**src/rtl/snake_body_ctrl.sv**
```systemverilog
// Snake body store and move sequencer: advances the snake on a move strobe, then
// scans the body for self-collision one segment per clock. Define SNAKE_WRAP_EN for wrapping edges.
module snake_body_ctrl #(
    parameter int MAX_LENGTH = 50,
    parameter int GRID_W     = 16,
    parameter int GRID_H     = 16
) (
    input  logic                        clk,
    input  logic                        nrst,
    input  logic                        move_tick,
    input  logic [1:0]                  dir,
    input  logic                        grow,
    input  logic                        restart,
    output logic [MAX_LENGTH-1:0][7:0]  body,
    output logic [6:0]                  curr_length,
    output logic [7:0]                  head,
    output logic                        busy,
    output logic                        done,
    output logic                        dead
);

    localparam logic [1:0] IDLE  = 2'd0;
    localparam logic [1:0] CHECK = 2'd1;
    localparam logic [1:0] DEAD  = 2'd2;

    localparam int         IDXW    = (MAX_LENGTH > 1) ? $clog2(MAX_LENGTH) : 1;
    localparam logic [3:0] X_MAX   = 4'(GRID_W - 1);
    localparam logic [3:0] Y_MAX   = 4'(GRID_H - 1);
    localparam logic [6:0] LEN_MAX = 7'(MAX_LENGTH - 1);

`ifdef SNAKE_WRAP_EN
    localparam bit WRAP_EN = 1'b1;
`else
    localparam bit WRAP_EN = 1'b0;
`endif

    logic [1:0] state_reg;
    logic [1:0] dir_reg;
    logic [1:0] dir_next;
    logic [7:0] body_reg [MAX_LENGTH];
    logic [6:0] len_reg;
    logic [6:0] idx_reg;
    logic       grow_pending_reg;
    logic       busy_reg;
    logic       done_reg;
    logic       dead_reg;

    logic       clear;
    logic       move_req;
    logic       shift_en;
    logic       wall;
    logic       hit;
    logic [3:0] head_x;
    logic [3:0] head_y;
    logic [3:0] cand_x;
    logic [3:0] cand_y;
    logic [7:0] scan_seg;

    function automatic logic [7:0] init_seg(input int i);
        case (i)
            0:       return 8'h44;
            1:       return 8'h34;
            2:       return 8'h24;
            default: return 8'h00;
        endcase
    endfunction

    assign clear    = !nrst || restart;
    assign move_req = (state_reg == IDLE) && move_tick;
    assign shift_en = move_req && !wall;
    assign head_x   = body_reg[0][7:4];
    assign head_y   = body_reg[0][3:0];
    assign scan_seg = body_reg[idx_reg[IDXW-1:0]];
    assign hit      = (scan_seg == body_reg[0]);

    // Reversal requests (up<->down, left<->right differ only in bit 0) are dropped.
    always_comb begin
        dir_next = dir_reg;
        if (dir != (dir_reg ^ 2'b01)) begin
            dir_next = dir;
        end
        cand_x = head_x;
        cand_y = head_y;
        wall   = 1'b0;
        case (dir_next)
            2'b00: begin
                if (head_y == 4'd0) begin
                    if (WRAP_EN) cand_y = Y_MAX;
                    else         wall   = 1'b1;
                end else begin
                    cand_y = head_y - 4'd1;
                end
            end
            2'b01: begin
                if (head_y >= Y_MAX) begin
                    if (WRAP_EN) cand_y = 4'd0;
                    else         wall   = 1'b1;
                end else begin
                    cand_y = head_y + 4'd1;
                end
            end
            2'b10: begin
                if (head_x == 4'd0) begin
                    if (WRAP_EN) cand_x = X_MAX;
                    else         wall   = 1'b1;
                end else begin
                    cand_x = head_x - 4'd1;
                end
            end
            default: begin
                if (head_x >= X_MAX) begin
                    if (WRAP_EN) cand_x = 4'd0;
                    else         wall   = 1'b1;
                end else begin
                    cand_x = head_x + 4'd1;
                end
            end
        endcase
    end

    // Every slot shifts on a legal move; slots past the tail carry don't-care history.
    generate
        for (genvar gi = 0; gi < MAX_LENGTH; gi++) begin : g_slot
            always_ff @(posedge clk) begin
                if (clear) begin
                    body_reg[gi] <= init_seg(gi);
                end else if (shift_en) begin
                    if (gi == 0) body_reg[gi] <= {cand_x, cand_y};
                    else         body_reg[gi] <= body_reg[(gi == 0) ? 0 : gi - 1];
                end
            end
            assign body[gi] = body_reg[gi];
        end
    endgenerate

    always_ff @(posedge clk) begin
        if (clear) begin
            state_reg        <= IDLE;
            dir_reg          <= 2'b11;
            len_reg          <= 7'd2;
            idx_reg          <= 7'd1;
            grow_pending_reg <= 1'b0;
            busy_reg         <= 1'b0;
            done_reg         <= 1'b0;
            dead_reg         <= 1'b0;
        end else begin
            done_reg <= 1'b0;
            case (state_reg)
                IDLE: begin
                    if (move_req) begin
                        dir_reg <= dir_next;
                        if (wall) begin
                            dead_reg  <= 1'b1;
                            state_reg <= DEAD;
                        end else begin
                            if ((grow_pending_reg || grow) && (len_reg < LEN_MAX)) begin
                                len_reg <= len_reg + 7'd1;
                            end
                            grow_pending_reg <= 1'b0;
                            idx_reg          <= 7'd1;
                            busy_reg         <= 1'b1;
                            state_reg        <= CHECK;
                        end
                    end else if (grow) begin
                        grow_pending_reg <= 1'b1;
                    end
                end
                CHECK: begin
                    if (grow) grow_pending_reg <= 1'b1;
                    if (hit) begin
                        dead_reg  <= 1'b1;
                        busy_reg  <= 1'b0;
                        state_reg <= DEAD;
                    end else if (idx_reg == len_reg) begin
                        busy_reg  <= 1'b0;
                        done_reg  <= 1'b1;
                        state_reg <= IDLE;
                    end else begin
                        idx_reg <= idx_reg + 7'd1;
                    end
                end
                DEAD: begin
                end
                default: state_reg <= IDLE;
            endcase
        end
    end

    assign head        = body_reg[0];
    assign curr_length = len_reg;
    assign busy        = busy_reg;
    assign done        = done_reg;
    assign dead        = dead_reg;

endmodule
```
**config.mk**
```make
export PLATFORM = sky130hd
export DESIGN_NAME = snake_body_ctrl
export DESIGN_NICKNAME = d
export VERILOG_FILES = /design/src/rtl/snake_body_ctrl.sv
export SDC_FILE = /design/constraint.sdc
export NUM_CORES = 1
export LEC_CHECK = 0
export ABC_AREA = 1
export BUFFER_PORTS_ARGS = -buffer_cell sky130_fd_sc_hd__buf_4
export CORE_MARGIN = 2
export CORE_UTILIZATION = 55
export DETAILED_ROUTE_END_ITERATION = 7
export HOLD_SLACK_MARGIN = 0.12
export PLACE_DENSITY = 0.91
export REMOVE_ABC_BUFFERS = 1
export SETUP_SLACK_MARGIN = 0.1
export SYNTH_ARGS = -nofsm -noshare
export SYNTH_HDL_FRONTEND = slang
export SYNTH_SLANG_ARGS = --single-unit
```
**constraint.sdc**
```tcl
create_clock -name clk -period 16.4 [get_ports clk]
set_input_delay 0.82 -clock clk [delete_from_list [all_inputs] [get_ports clk]]
set_output_delay 0.82 -clock clk [all_outputs]
set_load 0.02 [all_outputs]
```
== Yosys cells after proc, flatten, opt, wreduce, memory -nomap -nowiden ==
Memory sizes are Yosys's and may differ from the RTL's. A register that Yosys moved wholly into a read port is not among the register bits.
Cells that the tools add are included.
Cells by class
  bitwise operators: 54
  magnitude comparators: 3
  mux-type cells: 93
  reductions and logical operators: 21
  equality and inequality tests: 15
  add/sub/neg operators: 6
Operators with widths (number)
  8-bit 2-to-1 mux: 50
  1-bit bitwise OR: 50
  7-bit 2-to-1 mux: 4
  1-bit 2-to-1 mux: 20
  4-bit 2-to-1 mux: 4
  4-bit one-hot mux with 2 select lines: 2
  7-bit by 1-bit adder with 7-bit output (second input constant): 2
  7-bit one-hot mux with 2 select lines: 1
  6-bit 2-to-1 mux: 2
  2-bit inequality test (second input constant): 6
  4-bit AND reduction: 3
  2-bit 2-to-1 mux: 5
  4-bit by 1-bit adder with 4-bit output (second input constant): 2
  8-bit == test: 1
  4-bit greater-or-equal comparator (second input constant): 2
  4-bit zero test: 2
  4-bit by 1-bit subtractor with 4-bit output (second input constant): 2
  7-bit == test: 1
  7-bit by 6-bit less-than comparator with 1-bit output (second input constant): 1
  3-bit inequality test (second input constant): 2
  1-bit one-hot mux with 2 select lines: 3
  2-bit one-hot mux with 3 select lines: 1
  5-bit AND reduction: 1
  2-bit by 1-bit == test with 1-bit output (second input constant): 2
  13 further kinds: 23
Word-level totals
  bits of input ports: 7
  output and inout port bits: 418
  memories kept: 1
  register bits: 22
  word-level logic and storage cells: 201
  memory bits (writable): 400
Memories
  body_reg: depth 50, width 8, rd ports 51, clocked after memory_dff 1, wr ports 50, RTL line 40  | logic [7:0] body_reg [MAX_LENGTH];

== Longest topological paths before layout ==
Gate-level depths: netlist (run 1).
  word-level depth: 11
  depth in mapped cells: 21
  gate-level depth less buffers: 19

== Worst setup path after synthesis (run 1) ==
OpenSTA, ideal clock, no wires.
  path kind: in2reg
  from: input port dir[1]
  to: memory body_reg[10][0], enable pin
  arrival time: 9.545 ns
  path buffers: 0
  slack: 6.112 ns
  stages on the path: 13
  library setup time: 0.743 ns
  data required time: 15.657 ns
  cells stage by stage: xnor2_1 > o21ai_2 > nand2_1 > nor2_1 > nand4_1 > nand2_1 > nor2_1 > o21ai_2 > nand2_2 > nand2_2 > nor2_4 > nor2_1 > inv_1
RTL lines
  start, declared: RTL line 11  | input logic [1:0] dir,
  end, declared: RTL line 40

==> results.json, run 1 <==
{
  "status": "finished, final reports clean",
  "nNetsFinal": 2720,
  "reg2regPathDepth": 15,
  "first_iter_violations": 2017,
  "skew_ns": 0.0123,
  "setup_tns_ns": 0,
  "rsz0062_at_grt": "no",
  "syn_area_sq_um": 21000,
  "ys_seq_area_share_pct": 59.8,
  "worst_path_largest_cell_delay_ns": 0.96,
  "cts_setup_buffers": 0,
  "hold_viol": 0,
  "cp.depth": 16,
  "max-cap-violations": 0,
  "finalCritPeriodShare_pct": 30.6,
  "ant_nets": 0,
  "async_flop_share_pct": 0,
  "use_met1_pct": 37.9,
  "yosys_most_used_dff": "edfxtp_1",
  "reg2reg_slack_ns": 11.40,
  "rows": 71,
  "timing.rr.end": "body_reg[35][7]$_SDFFCE_PP0N_",
  "wl_um": 61400,
  "grt_usage_pct": 30.0,
  "viasPerCell": 5.46,
  "clk_pin_slew_worst_paths_ns": 0.06,
  "synth_cells": 2357,
  "synth_edf_count": 400,
  "ctsResizeCount": 0,
  "power.leakage_nw": 11.1,
  "top_usage_layer": "met2",
  "synth-xor-area-share_pct": 0.583,
  "area_delta_synth_final_pct": 22.0,
  "period_minus_slack_ns": 5.02,
  "fp.dieH_um": 200,
  "crit_type": "in2reg",
  "cts_tree": "yes",
  "worst-path-buf-inv": 4,
  "antenna_cells": 0,
  "ir_drop_mv": 0.107,
  "synth_mux_area_share_pct": 0,
  "cp_max_fo": 165,
  "cp-end-kind": "flop",
  "cellPowerDensity_nw_per_um2": 108,
  "grt_antenna_before_repair": 0,
  "final_common_cell": "buf_4",
  "maxSlewHeadroom_pct": 14.2,
  "initial_core_util_pct": 55.9,
  "startpoint_type": "primary input",
  "numCtsBuffers": 46,
  "ff_latch_area_sq_um": 12600,
  "grt_pass1_vias": 16700,
  "fill_cells": 2781,
  "synth_top_cell_by_area": "edfxtp_1",
  "crit_required_ns": 16.60,
  "synth_adder_area_share_pct": 0.547,
  "core_sq_um": 37700,
  "clockRootBuffer": "clkbuf_16",
  "yosys-top-cells-area": "edfxtp_1 (57%), nand2_1 (7.8%), inv_1 (7.5%)",
  "maxSlewViolCount": 0,
  "drc": 0,
  "slowest_stage": "buf_4",
  "grt_pass1_wl_um": 92000,
  "path_cells": "buf_4 -> xnor2_1 -> o21ai_2 -> nand2_1 -> nor2_1 -> nand4_1 -> nand2_1 -> nor2_1 -> o21ai_2 -> nand2_2 -> nand2_2 -> nor2_4 -> nor2_1 -> inv_8 -> buf_4 -> buf_4",
  "ioPinCount": 425,
  "grt.met2_usage_pct": 49.2,
  "drive_gt1_share_pct": 19.2,
  "yosysUniqueCellTypes": 35,
  "grt_max_degree": 195,
  "synth_top_family_by_area": "simple AND/OR/NAND/NOR gates",
  "worstMarginPinSlew_ns": 1.29,
  "multi_input_area_sq_um": 6030,
  "cts_htree_levels": 2,
  "avgSynthCellArea_sq_um": 8.93,
  "fmaxAchievable_mhz": 199,
  "synth-seq-cells": 428,
  "clkSinkCount": 428,
  "die_w_um": 200,
  "finalSetupViolCount": 0,
  "grtUsageMet3_pct": 6.08,
  "hold_class": "reg2reg",
  "dp_hpwl_um": 39300,
  "yosysTopAreaCellShare_pct": 57.1,
  "cp.arrival_ns": 5.22,
  "largest_reg_flops": 400,
  "dr.pass1.iters": 6,
  "via_count": 17800,
  "hold_ws_ns": 0.481,
  "gr-total-overflow": 0,
  "ctsHoldBuffers": 0,
  "dieArea_sq_um": 39800,
  "r2r-start": "dir_reg[1]$_SDFFE_PN1P_",
  "clockBufferDepth": 3,
  "post_synth_and_or_nand_nor_area_fraction_pct": 23.9,
  "layout_common_cells": "buf_4 (437), nand2_1 (436), nor2_1 (419)",
  "critical_path.endpoint": "body_reg[35][7]$_SDFFCE_PP0N_",
  "post_drt_wl_per_cell_um": 18.9,
  "yosysWarningCount": 0,
  "synth_compound_area_share_pct": 3.67,
  "cp_top_family": "buffers and inverters",
  "io_buffers": 424,
  "place_congestion": 0.873,
  "crit_start": "dir[1]",
  "insertion_delay_ns": 0.58
}
==> metrics by stage <==
| stage | setup WS, ns | cell area, sq um | instances | util (%) | power, mW |
|---|---|---|---|---|---|
| after CTS | 11.38 | 25700 | 3252 | 68.1 | 2.76 |
| after global placement | 11.03 | 24100 | 3168 | 64.1 | 1.71 |
| after global routing | 11.04 | 25700 | 3252 | 68.1 | 2.84 |
| after floorplan | 6.10 | 20200 | 2220 | - | 1.57 |
| after detailed placement | 10.78 | 24100 | 3168 | 64.1 | 1.72 |
| final | 11.38 | 25700 | 3252 | 68.1 | 2.76 |
==> worst min-delay path by stage <==
stage | start | endpoint | slack, ns | cells after the start
2_1_floorplan | dir_reg[0]$_SDFFE_PN1P_ | dir_reg[0]$_SDFFE_PN1P_ | 0.44 | 2
3_3_place_gp | dead$_SDFFE_PN0P_ | dead$_SDFFE_PN0P_ | 0.46 | 2
3_5_place_dp | dead$_SDFFE_PN0P_ | dead$_SDFFE_PN0P_ | 0.47 | 2
4_1_cts | dead$_SDFFE_PN0P_ | dead$_SDFFE_PN0P_ | 0.48 | 2
5_1_grt | dead$_SDFFE_PN0P_ | dead$_SDFFE_PN0P_ | 0.49 | 2
6_report | dead$_SDFFE_PN0P_ | dead$_SDFFE_PN0P_ | 0.48 | 2
==> metal layers <==
layer  wire [um]  vias up  part of all wire, %
li1            -     8198                    -
met1       22900     8323                   37
met2       29300     1051                   48
met3        6180      184                   10
met4        2960        0                  4.8
met5           0        -                    0
==> power by group <==
part | total [mW] | switching [mW] | internal (mW) | leakage [nW]
Combinational | 0.382 | 0.254 | 0.128 | 5.65
Sequential | 1.32 | 0.0596 | 1.26 | 4.69
Clock | 1.06 | 0.432 | 0.626 | 0.745
==> worst register-to-register path, stage by stage, from the launching register on <==
cell and delay, ns:
dfxtp_1 0.32, xnor2_1 0.24, o21ai_2 0.11, nand2_1 0.16, nor2_1 0.09, nand4_1 0.07
nand2_1 0.09, nor2_1 0.15, o21ai_2 0.10, nand2_2 0.11, nand2_2 0.10, nor2_4 0.24
nor2_1 0.16, inv_8 0.68, buf_4 1.06, buf_4 0.89
==> Yosys cell counts (all sizes together) (8+ instances only) <==
library cell and count:
a21oi 74, o211ai 13, o21ai 50, edfxtp 400
nor2 422, dfxtp 28, buf 117, inv 424
nand2 442, nand4 12, xor2 8, nand3 317
clkbuf 20
==> cells by family (layout without fill, tap and decap cells) <==
| group | count (synthesis) | in the layout |
|---|---|---|
| buffers and inverters | 561 | 945 |
| AOI/OAI and AO/OA | 143 | 143 |
| and+or+nand+nor | 1203 | 1203 |
| DFF | 428 | 428 |
| xor gates and xnor gates | 14 | 14 |
| adders and majority gates | 8 | 8 |
==> final cells by class <==
cell class / count / share of cell area, %
clock buffers: 60 / 4.98
clock inverters: 24 / 0.936
inverters: 424 / 6.29
multi-input cells: 1368 / 23.5
flip-flops and latches: 428 / 49.0
well taps: 511 / 2.49
repair buffers: 437 / 12.8
Power figures use the tool's default switching activity.
==> run 2: changes to the inputs <==
--- a/config.mk
+++ b/config.mk
@@ -5,13 +5,13 @@
 export SDC_FILE = /design/constraint.sdc
 export NUM_CORES = 1
 export LEC_CHECK = 0
-export ABC_AREA = 1
+export ABC_AREA = 0
 export BUFFER_PORTS_ARGS = -buffer_cell sky130_fd_sc_hd__buf_4
 export CORE_MARGIN = 2
-export CORE_UTILIZATION = 55
+export CORE_UTILIZATION = 50
 export DETAILED_ROUTE_END_ITERATION = 7
 export HOLD_SLACK_MARGIN = 0.12
-export PLACE_DENSITY = 0.91
+export PLACE_DENSITY = 0.88
 export REMOVE_ABC_BUFFERS = 1
 export SETUP_SLACK_MARGIN = 0.1
 export SYNTH_ARGS = -nofsm -noshare
==> constraint.sdc (replaced) <==
create_clock -name clk -period 4.1 [get_ports clk]
set_input_delay 0.205 -clock clk [delete_from_list [all_inputs] [get_ports clk]]
set_output_delay 0.205 -clock clk [all_outputs]
set_load 0.02 [all_outputs]
==> results.json, run 2 <==
{
  "grtUsageMet3_pct": 4.91,
  "fill_cells": 2824,
  "grt_pass1_vias": 13900,
  "path_cells": "buf_4 -> mux4_2 -> mux2i_1 -> a22oi_1 -> a211oi_2 -> xnor2_1 -> nor4_1 -> o211a_2 -> a211oi_1 -> a211oi_1",
  "nNetsFinal": 1815,
  "skew_ns": 0.0166,
  "viasPerCell": 6.15,
  "ctsResizeCount": 0,
  "period_minus_slack_ns": 3.72,
  "largest_reg_flops": 400,
  "rows": 73,
  "crit_type": "reg2reg",
  "antenna_cells": 0,
  "ys_seq_area_share_pct": 62.7,
  "yosys_most_used_dff": "edfxtp_1",
  "worstMarginPinSlew_ns": 1.00,
  "use_met1_pct": 38.9,
  "synth_cells": 1422,
  "cts_tree": "yes",
  "cts_setup_buffers": 0,
  "ctsHoldBuffers": 8,
  "dieArea_sq_um": 41700,
  "clockRootBuffer": "clkbuf_16",
  "ioPinCount": 425,
  "drc": 0,
  "cp_max_fo": 22,
  "power.leakage_nw": 12.2,
  "post_drt_wl_per_cell_um": 25.0,
  "synth-seq-cells": 428,
  "yosysUniqueCellTypes": 57,
  "post-synth-top-count-cell": "edfxtp_1",
  "cts_htree_levels": 2,
  "maxSlewHeadroom_pct": 33.2,
  "insertion_delay_ns": 0.57,
  "top_usage_layer": "met2",
  "area_delta_synth_final_pct": 25.5,
  "clkSinkCount": 428,
  "fmaxAchievable_mhz": 269,
  "rsz0062_at_grt": "no",
  "first_iter_violations": 1628,
  "clk_pin_slew_worst_paths_ns": 0.06,
  "layout_common_cells": "buf_4 (454), edfxtp_1 (400), and3_1 (392)",
  "hold_ws_ns": 0.185,
  "numCtsBuffers": 45,
  "slowest_stage": "dfxtp_4",
  "syn_area_sq_um": 20000,
  "grt_pass1_wl_um": 87300,
  "finalCritPeriodShare_pct": 90.8,
  "clockBufferDepth": 3,
  "dr.pass1.iters": 5,
  "io_buffers": 424,
  "synth_top_cell_by_area": "edfxtp_1",
  "async_flop_share_pct": 0,
  "crit_required_ns": 4.57,
  "worst_path_largest_cell_delay_ns": 0.65,
  "fp.dieH_um": 204,
  "yosysWarningCount": 0,
  "hold_viol": 0,
  "initial_core_util_pct": 50.6,
  "p_total_mw": 10.5,
  "grt.met2_usage_pct": 43.6,
  "grt_max_degree": 203,
  "grt_antenna_before_repair": 0,
  "gr-total-overflow": 0,
  "maxSlewViolCount": 0,
  "cp_top_family": "compound AO/OA/AOI/OAI gates",
  "status": "finished, final reports clean",
  "drive_gt1_share_pct": 33.4,
  "worst-path-buf-inv": 1,
  "final_common_cell": "buf_4",
  "ant_nets": 0,
  "synth_edf_count": 400,
  "wl_um": 58900,
  "max-cap-violations": 0,
  "startpoint_type": "flop",
  "grt_usage_pct": 27.6,
  "dp_hpwl_um": 39400,
  "core_sq_um": 39600,
  "hold_class": "in2reg",
  "die_w_um": 204,
  "cp-end-kind": "flop",
  "cellPowerDensity_nw_per_um2": 418,
  "avgSynthCellArea_sq_um": 14.1,
  "ir_drop_mv": 0.350,
  "synthTopCellsByCount": "edfxtp_1 (400), and3_1 (392), mux2i_1 (102)",
  "yosys-top-cells-area": "edfxtp_1 (60%), and3_1 (12%), mux4_2 (6.5%)",
  "place_congestion": 0.883,
  "cp.arrival_ns": 4.19,
  "yosysTopAreaCellShare_pct": 59.9,
  "via_count": 14500,
  "finalSetupViolCount": 0,
  "crit_top_cell": "a211oi_1"
}
run 2: cell types whose count changed after synthesis, moves of 15 or more:
| cell | delta |
|---|---|
| nor2_1 | -389 |
| mux2i_1 | +102 |
| buf_4 | -23 |
| o21ai_0 | -23 |
| clkbuf_1 | +77 |
| o21ai_1 | -15 |
| nand3_1 | -298 |
| nand2_1 | -399 |
| a22oi_1 | +37 |
| and3_1 | +392 |
| a21oi_1 | -55 |
| inv_1 | -417 |
| mux4_2 | +58 |
| buf_2 | -42 |
run 2: path summary, 6_finish.rpt:
check	slack, ns	startpoint	depth (start not counted)	end
min reg2reg	0.50	idx_reg[6]$_SDFFE_PN0P_	2	idx_reg[6]$_SDFFE_PN0P_
max reg2reg	0.38	flop	10	state_reg[1]$_SDFFE_PN0P_
max	0.38	flop	10	state_reg[1]$_SDFFE_PN0P_
min	0.19	grow	5	curr_length[0]$_SDFFE_PN0P_
run 2: area by class of cell:
class                   instances  area, sq um  share of cell area [%]
multi-input cells             846         6740                    26.8
inverters                       7         33.8                   0.134
flip-flops and latches        428        12600                    50.0
well taps                     525          657                    2.61
repair buffers                472         3690                    14.7
clock buffers                  56         1210                    4.81
clock inverters                25          249                   0.990
run 2: report_power, final:
| part | internal, mW | total, mW | leakage, nW | switching (mW) |
|---|---|---|---|---|
| registers | 5.00 | 5.22 | 4.83 | 0.219 |
| clock network | 2.40 | 4.11 | 0.708 | 1.71 |
| logic | 0.455 | 1.18 | 6.66 | 0.725 |
| total | 7.85 | 10.5 | 12.2 | 2.65 |
run 2: worst register-to-register path: cells and delay by family (launching register included):
| kind | cells | cell delay (ns) |
|---|---|---|
| AO/OA/AOI/OAI | 5 | 1.25 |
| multiplexers | 2 | 0.79 |
| flip-flops | 1 | 0.65 |
| AND/OR/NAND/NOR | 1 | 0.42 |
| buffers and inverters | 1 | 0.36 |
| XOR/XNOR | 1 | 0.13 |
run 2: stage by stage:
| stage | setup slack, ns | utilization [%] | cell area (sq um) | cells | TNS, ns |
|---|---|---|---|---|---|
| final | 0.378 | 63.5 | 25200 | 2359 | 0 |
| after global routing | 0.106 | 63.5 | 25200 | 2359 | 0 |
| after CTS | 0.332 | 63.5 | 25200 | 2359 | 0 |
| after detailed placement | 0.355 | 59.6 | 23600 | 2270 | 0 |
| after global placement | 0.498 | 59.6 | 23600 | 2270 | 0 |
| after floorplan | -12.75 | - | 19300 | 1281 | -7577.17 |
run 2: metal layers:
metal,vias to the layer above,share of wire [%]
met3,98,8.7
met2,825,48
li1,6301,-
met4,0,2.6
met5,-,0
met1,7286,41
run 2: logic make-up after synthesis:
group | count (synthesis) | synth area share [%]
xor gates and xnor gates | 24 | 1.05
AOI/OAI and AO/OA | 106 | 3.76
adders and majority gates | 8 | 0.574
and+or+nand+nor | 538 | 15.9
buffers and inverters | 148 | 3.79
muxes | 170 | 12.2
DFF | 428 | 62.7
==> run 3: changes to the inputs <==
--- a/config.mk
+++ b/config.mk
@@ -7,11 +7,13 @@
 export LEC_CHECK = 0
 export ABC_AREA = 0
 export BUFFER_PORTS_ARGS = -buffer_cell sky130_fd_sc_hd__buf_4
+export CELL_PAD_IN_SITES_DETAIL_PLACEMENT = 0
+export CELL_PAD_IN_SITES_GLOBAL_PLACEMENT = 1
 export CORE_MARGIN = 2
-export CORE_UTILIZATION = 50
+export CORE_UTILIZATION = 40
 export DETAILED_ROUTE_END_ITERATION = 7
 export HOLD_SLACK_MARGIN = 0.12
-export PLACE_DENSITY = 0.88
+export PLACE_DENSITY = 0.87
 export REMOVE_ABC_BUFFERS = 1
 export SETUP_SLACK_MARGIN = 0.1
 export SYNTH_ARGS = -nofsm -noshare
==> results.json, run 3 (synthesized netlist as in run 2, its figures left out) <==
{
  "startpoint_type": "primary input",
  "dr.pass1.iters": 6,
  "antenna_cells": 0,
  "cp_max_fo": 220,
  "fill_cells": 4215,
  "drive_gt1_share_pct": 34.0,
  "finalSetupViolCount": 0,
  "core_sq_um": 49800,
  "hold_class": "in2reg",
  "multi_input_area_sq_um": 6740,
  "status": "finished, final reports clean",
  "clockBufferDepth": 3,
  "final_util_pct": 50.9,
  "grtUsageMet3_pct": 5.59,
  "reg2reg_slack_ns": 0.51,
  "grt_pass1_wl_um": 90000,
  "die_w_um": 228,
  "hold_depth": 3,
  "cts_tree": "yes",
  "place_area_sq_um": 23800,
  "numCtsBuffers": 46,
  "crit_required_ns": 4.53,
  "worstMarginPinSlew_ns": 1.10,
  "ir_drop_mv": 0.251,
  "ant_nets": 0,
  "ioPinCount": 425,
  "dp_hpwl_um": 41100,
  "max-cap-violations": 0,
  "dieArea_sq_um": 51900,
  "gr-total-overflow": 0,
  "final_area_sq_um": 25300,
  "final_common_cell": "buf_4",
  "top_usage_layer": "met2",
  "drc": 0,
  "via_count": 14300,
  "grt_antenna_before_repair": 0,
  "largest_reg_flops": 400,
  "ff_latch_area_sq_um": 12600,
  "place_ws_ns": 0.386,
  "skew_ns": 0.0153,
  "clk_pin_slew_worst_paths_ns": 0.06,
  "grt_usage_pct": 22.5,
  "cp.arrival_ns": 4.02,
  "timing.rr.end": "idx_reg[4]$_SDFFE_PN0P_",
  "grt_pass1_vias": 14000,
  "power.leakage_nw": 12.2,
  "clkSinkCount": 428,
  "crit_type": "in2reg",
  "place_congestion": 0.821,
  "wl_um": 61100,
  "clockRootBuffer": "clkbuf_16",
  "setup_tns_ns": 0,
  "reg2regPathDepth": 10,
  "cp-end-kind": "flop",
  "first_iter_violations": 1530,
  "rows": 82,
  "layout_common_cells": "buf_4 (456), edfxtp_1 (400), and3_1 (392)",
  "area_delta_synth_final_pct": 26.4,
  "rsz0062_at_grt": "no",
  "hold_viol": 0,
  "hold_start": "dir[0]",
  "fmaxAchievable_mhz": 278,
  "io_buffers": 424,
  "post_drt_wl_per_cell_um": 24.4,
  "maxSlewHeadroom_pct": 26.9,
  "setup_ws_ns": 0.509,
  "min_to": "dir_reg[0]$_SDFFE_PN1P_",
  "grt_max_degree": 221,
  "cellPowerDensity_nw_per_um2": 416,
  "finalCritPeriodShare_pct": 87.6,
  "maxSlewViolCount": 0,
  "nNetsFinal": 1814,
  "layoutNonFillerInstCount": 2508,
  "viasPerCell": 5.70,
  "place_inst": 2417,
  "cts_htree_levels": 2,
  "grt.met2_usage_pct": 36.1,
  "use_met1_pct": 30.5,
  "insertion_delay_ns": 0.57,
  "fp.dieH_um": 228,
  "period_minus_slack_ns": 3.59,
  "initial_core_util_pct": 40.3
}
[run 3: worst max path at each step]
stage                            start                             to  slack (ns)  cells past startpoint
2_1_floorplan  dir_reg[1]$_SDFFE_PN1P_  body_reg[10][0]$_SDFFCE_PP0N_      -12.75                      7
3_3_place_gp                      flop        idx_reg[3]$_SDFFE_PN0P_        0.37                     10
3_5_place_dp                      flop      state_reg[1]$_SDFFE_PN0P_        0.39                     10
4_1_cts                           flop                           flop        0.35                     10
5_1_grt                           flop        idx_reg[3]$_SDFFE_PN0P_        0.21                     10
6_report                        dir[1]  body_reg[20][7]$_SDFFCE_PP0N_        0.51                     10
[run 3: stage by stage]
stage,hold slack (ns),power (mW)
after global placement,0.468,6.46
final,0.169,10.5
after global routing,0.157,10.9
after CTS,0.128,10.6
after detailed placement,0.479,6.48
after floorplan,0.317,5.92
[run 3: what timing repair did]
action | in CTS | in global routing
hold buffers | 5 | 0
gates resized for setup | 0 | 0
endpoints found under the hold margin | 10 | 0
setup buffers | 0 | 1
setup endpoints to repair | 0 | 2
[run 3: routing by layer]
layer	part of all wire [%]	up-vias
met3	8.2	94
met4	2.4	0
met1	42	7228
met2	48	648
li1	-	6314
met5	0	-
[run 3: area by class of cell]
cell class,count,share of cell area (%)
Clock buffer,55,5.01
Clock inverter,30,0.904
Inverter,7,0.133
Multi-Input combinational cell,846,26.6
Sequential cell,428,49.7
Tap cell,672,3.32
Timing Repair Buffer,470,14.4
[run 3: worst max-delay path, cell delays in order]
cell	delay, ns
dlygate4sd3_1	0.54
buf_4	0.17
xnor2_1	0.17
mux2i_1	0.53
mux2i_1	0.23
mux2_2	0.35
nor2_4	0.11
buf_4	0.58
buf_12	0.56
and3_1	0.27
[run 3: where the power goes]
part	internal (mW)	switching, mW	total (mW)	leakage (nW)
Clock	2.40	1.76	4.15	0.741
Sequential	5.00	0.213	5.21	4.83
Combinational	0.448	0.732	1.18	6.65
Total	7.84	2.70	10.5	12.2
